File: src/rtl/pix_dec_pkg.sv
// Shared types and default palettes for the pixel palette decoder.
// Defaults are stored 8 bits wide; pal_default() rescales them to any output width.
package pix_dec_pkg;

   localparam logic [2:0] SEL_LOGO  = 3'b111;
   localparam logic [2:0] SEL_CUBES = 3'b110;

   typedef logic [7:0] pal_entry_t;

   localparam pal_entry_t PAL_LOGO  [4] = '{8'h00, 8'h64, 8'h64, 8'hFF};
   localparam pal_entry_t PAL_CUBES [4] = '{8'h00, 8'h32, 8'h32, 8'h96};

   // MSB-aligned default entry: wider outputs shift left, narrower outputs keep the top bits.
   function automatic logic [31:0] pal_default(input int sel, input int idx, input int out_w);
      logic [31:0] v;
      v = 32'd0;
      if (idx < 4) begin
         if (sel == int'(SEL_LOGO))
            v = 32'(PAL_LOGO[idx[1:0]]);
         else if (sel == int'(SEL_CUBES))
            v = 32'(PAL_CUBES[idx[1:0]]);
      end
      if (out_w >= 8)
         return v << (out_w - 8);
      return v >> (8 - out_w);
   endfunction

endpackage

File: src/rtl/pix_palette_table.sv
// Palette table: combinational read of (sel, idx); reloads defaults on reset.
// Latency: 0 cycles on read; writes (PALETTE_WR_EN) become visible the cycle after the strobe.
// Backpressure: none, one write per cycle is always accepted.
module pix_palette_table
   import pix_dec_pkg::*;
#(
   parameter int PIX_W = 2,
   parameter int OUT_W = 8,
   parameter int SEL_W = 3
) (
`ifdef PALETTE_WR_EN
   input  logic             clk,
   input  logic             rst,
   input  logic             wr_en,
   input  logic [SEL_W-1:0] wr_sel,
   input  logic [PIX_W-1:0] wr_idx,
   input  logic [OUT_W-1:0] wr_data,
`endif
   input  logic [SEL_W-1:0] rd_sel,
   input  logic [PIX_W-1:0] rd_idx,
   output logic [OUT_W-1:0] rd_data
);

   localparam int N_SEL = 2**SEL_W;
   localparam int N_IDX = 2**PIX_W;

`ifdef PALETTE_WR_EN
   logic [OUT_W-1:0] tbl_q [N_SEL][N_IDX];
   logic [OUT_W-1:0] tbl_d [N_SEL][N_IDX];

   always_comb begin
      tbl_d = tbl_q;
      if (wr_en)
         tbl_d[wr_sel][wr_idx] = wr_data;
   end

   always_ff @(posedge clk or posedge rst) begin
      if (rst) begin
         for (int s = 0; s < N_SEL; s++)
            for (int i = 0; i < N_IDX; i++)
               tbl_q[s][i] <= OUT_W'(pal_default(s, i, OUT_W));
      end else begin
         tbl_q <= tbl_d;
      end
   end

   // Reads see the registered table, so a same-cycle write does not affect the read.
   assign rd_data = tbl_q[rd_sel][rd_idx];
`else
   logic [OUT_W-1:0] rom [N_SEL][N_IDX];

   for (genvar s = 0; s < N_SEL; s++) begin : g_sel
      for (genvar i = 0; i < N_IDX; i++) begin : g_idx
         assign rom[s][i] = OUT_W'(pal_default(s, i, OUT_W));
      end
   end

   assign rd_data = rom[rd_sel][rd_idx];
`endif

endmodule

File: src/rtl/pix_palette_decoder.sv
// Streaming palette decoder with line-length check; PALETTE_WR_EN adds runtime palette writes.
// Latency: 1 cycle, sustains 1 pixel/clk when accept and drain coincide.
// Backpressure: in_ready = !out_valid || out_ready; output register holds while stalled.
module pix_palette_decoder
   import pix_dec_pkg::*;
#(
   parameter int PIX_W    = 2,
   parameter int OUT_W    = 8,
   parameter int SEL_W    = 3,
   parameter int LINE_LEN = 640,
   parameter int CNT_W    = 10
) (
   input  logic             clk,
   input  logic             rst,
`ifdef PALETTE_WR_EN
   input  logic             pal_wr_en,
   input  logic [SEL_W-1:0] pal_wr_sel,
   input  logic [PIX_W-1:0] pal_wr_idx,
   input  logic [OUT_W-1:0] pal_wr_data,
`endif
   input  logic             in_valid,
   output logic             in_ready,
   input  logic [PIX_W-1:0] in_pix,
   input  logic [SEL_W-1:0] in_sel,
   input  logic             in_last,
   output logic             out_valid,
   input  logic             out_ready,
   output logic [OUT_W-1:0] out_data,
   output logic             out_last,
   output logic [CNT_W-1:0] pix_cnt,
   output logic             err_len
);

   localparam logic [CNT_W-1:0] CNT_LAST = CNT_W'(LINE_LEN - 1);

   logic             out_valid_q, out_valid_d;
   logic [OUT_W-1:0] out_data_q,  out_data_d;
   logic             out_last_q,  out_last_d;
   logic [CNT_W-1:0] pix_cnt_q,   pix_cnt_d;
   logic             err_len_q,   err_len_d;
   logic [OUT_W-1:0] pal_rd_data;
   logic             accept;

   assign in_ready = !out_valid_q || out_ready;
   assign accept   = in_valid && in_ready;

   pix_palette_table #(
      .PIX_W (PIX_W),
      .OUT_W (OUT_W),
      .SEL_W (SEL_W)
   ) u_table (
`ifdef PALETTE_WR_EN
      .clk     (clk),
      .rst     (rst),
      .wr_en   (pal_wr_en),
      .wr_sel  (pal_wr_sel),
      .wr_idx  (pal_wr_idx),
      .wr_data (pal_wr_data),
`endif
      .rd_sel  (in_sel),
      .rd_idx  (in_pix),
      .rd_data (pal_rd_data)
   );

   always_comb begin
      out_valid_d = out_valid_q;
      out_data_d  = out_data_q;
      out_last_d  = out_last_q;
      pix_cnt_d   = pix_cnt_q;
      err_len_d   = err_len_q;

      if (accept) begin
         out_valid_d = 1'b1;
         out_data_d  = pal_rd_data;
         out_last_d  = in_last;
      end else if (out_ready) begin
         out_valid_d = 1'b0;
      end

      // A line ends either on in_last or on reaching LINE_LEN; any disagreement is a length error.
      if (accept) begin
         if (in_last) begin
            pix_cnt_d = '0;
            if (pix_cnt_q != CNT_LAST)
               err_len_d = 1'b1;
         end else if (pix_cnt_q == CNT_LAST) begin
            pix_cnt_d = '0;
            err_len_d = 1'b1;
         end else begin
            pix_cnt_d = pix_cnt_q + 1'b1;
         end
      end
   end

   always_ff @(posedge clk or posedge rst) begin
      if (rst) begin
         out_valid_q <= 1'b0;
         out_data_q  <= '0;
         out_last_q  <= 1'b0;
         pix_cnt_q   <= '0;
         err_len_q   <= 1'b0;
      end else begin
         out_valid_q <= out_valid_d;
         out_data_q  <= out_data_d;
         out_last_q  <= out_last_d;
         pix_cnt_q   <= pix_cnt_d;
         err_len_q   <= err_len_d;
      end
   end

   assign out_valid = out_valid_q;
   assign out_data  = out_data_q;
   assign out_last  = out_last_q;
   assign pix_cnt   = pix_cnt_q;
   assign err_len   = err_len_q;

endmodule

File: config.mk
export PLATFORM = sky130hd
export DESIGN_NAME = pix_palette_decoder
export DESIGN_NICKNAME = d
export VERILOG_FILES = /design/src/rtl/pix_dec_pkg.sv /design/src/rtl/pix_palette_table.sv /design/src/rtl/pix_palette_decoder.sv
export SDC_FILE = /design/constraint.sdc
export NUM_CORES = 1
export LEC_CHECK = 0
export ABC_AREA = 1
export BUFFER_PORTS_ARGS = -buffer_cell sky130_fd_sc_hd__buf_2
export CAP_MARGIN = 20
export CORE_UTILIZATION = 53
export CTS_CLUSTER_DIAMETER = 30
export DETAILED_ROUTE_END_ITERATION = 12
export HOLD_SLACK_MARGIN = 0.03
export PLACE_DENSITY = 0.84
export SKIP_LAST_GASP = 1
export SYNTH_ARGS = -nofsm -noshare
export SYNTH_HDL_FRONTEND = slang
export SYNTH_SLANG_ARGS = --single-unit
File: constraint.sdc
create_clock -name clk -period 3.9 [get_ports clk]
set_clock_uncertainty 0.1 [all_clocks]
set_input_delay 0.78 -clock clk [delete_from_list [all_inputs] [get_ports clk]]
set_output_delay 0.78 -clock clk [all_outputs]
set_load 0.01 [all_outputs]
==> metrics.cfg <==
[sta]
setup_viol=0
final_period_minus_worst_setup_slack_ps=2010
worstMarginPinSlew_ps=722
number_of_pins_exceeding_their_max_slew_limit_in_the_final_report=0
fin_tns_setup_ps=0
fmax_ghz=0.497
hold_ws_ps=383
report.final.hold_viol_count=0
finalCritPeriodShare=0.516
setup_repair_after_global_routing_missed_its_margin=false
worst_slew_margin=0.518

[worst_setup_path]
path_max_fanout=4
register_to_register_path_depth=7
cp_common_cell=buf_2
cell_chain_critical_path=buf_2, inv_2, nand2_4, buf_2
worst_path_dominant_cell_family=buffers and inverters
rr_endpoint=pix_cnt[8]
cp_launch_point=out_ready
worstSetupStartpointType=input port
cp.required_ps=3020
regToRegStartpoint=pix_cnt[1]
critical_path.n_buffers_inverters=3
crit_path_category=in2out
slowest_stage=buf_2
reg2reg_setup_slack_ps=2450
max_stage_delay_ps=140
timing.critical_path.to_type=output pin
cp_data_arrival_time_ps=1130

[detailed_routing]
ant_nets=0
drt_first_pass_iters=4
detailedRoute.firstIterationViolations=25
via_per_inst=5.14
drt_drc_violations_left=0
detail_route.wl_per_cell_um=12.3
dr_total_vias=915
routed_wirelength_um=2190

[power_and_ir_drop]
report.power.total_uw=400
pwr_density_cell_nw_per_um2=325
p_leak_uw=0.000693
worst_ir_drop_vdd_uv=200

[finish]
share_of_post_route_cells_with_drive_strength_above_1=0.359
diodes=0
finish.net_count=165
finalCoreUtilization=0.689
area_delta_synth_final_pct=18.6
postLayoutCellArea_um2=1230

[clock_network]
cts.root.buffer_cell=clkbuf_4
cts_tree=built
clock_path_buffers=2
clkSlewWorstSetupHoldPaths_ps=110
holdBufCountCts=0
post_cts_buffers=0
cts.sinks=19
cts_made_buffers=3
worstSkewPairLatency_ps=300
cts-htree-levels=1
cts-resized-gates=0

[global_route]
grt_usage=0.252
grt_antenna_before_repair=0
globalRouteOverflowTotal=0
grt_start_max_net_pins=20
first_global_vias=824
first_pass_grt_wire_length_um=3690

[floorplanning]
die_height_um=46.2
ios=32
floorplan.die.width_um=46.2
num_rows=15
floorplan.initialDensity=0.581
design.die.area_um2=2140
core_region_area_um2=1780

[hold_path]
min-delay-start=err_len
hold_path_depth=1
min_delay_worst_endpoint=err_len
min-delay-path-class=reg2reg

[yosys]
synthesis.nets=132
synth_sequential_area_ratio=0.459
ys_seq_elements=19
synth_area_um2=1040
synth.lib_cells_used.distinct=26
synth-warning-count=0
avgSynthCellArea_um2=8.56
number_of_standard_cells_after_synthesis=121

[flow_run]
timing.max_cap.violations=0

[placement]
buffer_ports.inserted=31
dp.final_hpwl_um=1670
placed_cell_area_um2=1200
globalplace.congestion=0.786

[run_status]
result_of_the_run=finished clean

==> layer usage <==
metal,share of wire,global-route usage
met2,0.49,0.383
met5,0,0
met3,0.043,0.0549
met1,0.44,0.330
met4,0.026,0.141
==> worst reg2reg max path: stages (launching register included) <==
cell and delay [ps]:
dfrtp_1 420, ha_1 230, inv_1 70, nor3_1 220
nand2_1 90, nand2_1 90, nand4_1 90, nand2_1 80
==> cells in the final DEF, fill, tap and decap left out, drive strengths merged <==
cell and count:
a21oi 2, inv 16, clkinv 1, xnor2 2, clkbuf 4, dfrtp 19, nand4 6, xor2 2
nor3 3, ha 1, buf 31, o21bai 1, o21ai 4, nand2 37, o211ai 1, nor2 17
nand3b 1, nand3 5
==> flip-flops by register name, summed over array words and instances (netlist names) <==
| name | count |
|---|---|
| err_len | 1 |
| out_data | 6 |
| out_last | 1 |
| out_valid | 1 |
| pix_cnt | 10 |
==> cell families after synthesis <==
group,share of synthesized area
and+or+nand+nor,0.357
buffers and inverters,0.0906
DFF,0.459
AOI/OAI and AO/OA,0.0471
xor gates and xnor gates,0.0338
adders and majority gates,0.0121
==> synth_stat cells (all sizes together) <==
cell type | count | area (um2)
buf | 3 | 20.0
nand3b | 1 | 20.0
nor2 | 17 | 88.8
nand3 | 5 | 25.0
o211ai | 1 | 7.51
xnor2 | 2 | 17.5
inv | 16 | 65.1
nor3 | 3 | 25.0
clkinv | 1 | 8.76
o21bai | 1 | 11.3
o21ai | 4 | 20.0
xor2 | 2 | 17.5
nand2 | 37 | 174
dfrtp | 19 | 475
ha | 1 | 12.5
a21oi | 2 | 10.0
nand4 | 6 | 37.5
==> where the power goes <==
part           internal, uW  leakage [uW]  switching [uW]
Sequential              211      0.000250            11.9
Combinational          28.3      0.000428            46.7
Clock                  39.9     0.0000150            62.2
Total                   279      0.000693             121
==> cell type report <==
| class | instances | area (um2) |
|---|---|---|
| tap | 25 | 31.3 |
| sequential | 19 | 475 |
| clock buffer | 4 | 26.3 |
| inverter | 17 | 73.8 |
| fill | 136 | 554 |
| multi-input combinational | 82 | 467 |
| timing repair buffer | 31 | 155 |
==> how the worst max path moves through the flow <==
stage,end,depth (start not counted)
CTS,in_ready,4
finish,in_ready,4
global route,in_ready,4
global placement,in_ready,4
detailed placement,in_ready,4
floorplan,in_ready,2
==> stage by stage <==
step | instances | setup slack, ps
floorplan | 121 | 2130
global placement | 174 | 1900
detailed placement | 174 | 1890
CTS | 178 | 1890
global route | 178 | 1860
finish | 178 | 1890
Note: power is estimated with default switching activity, not from simulation.
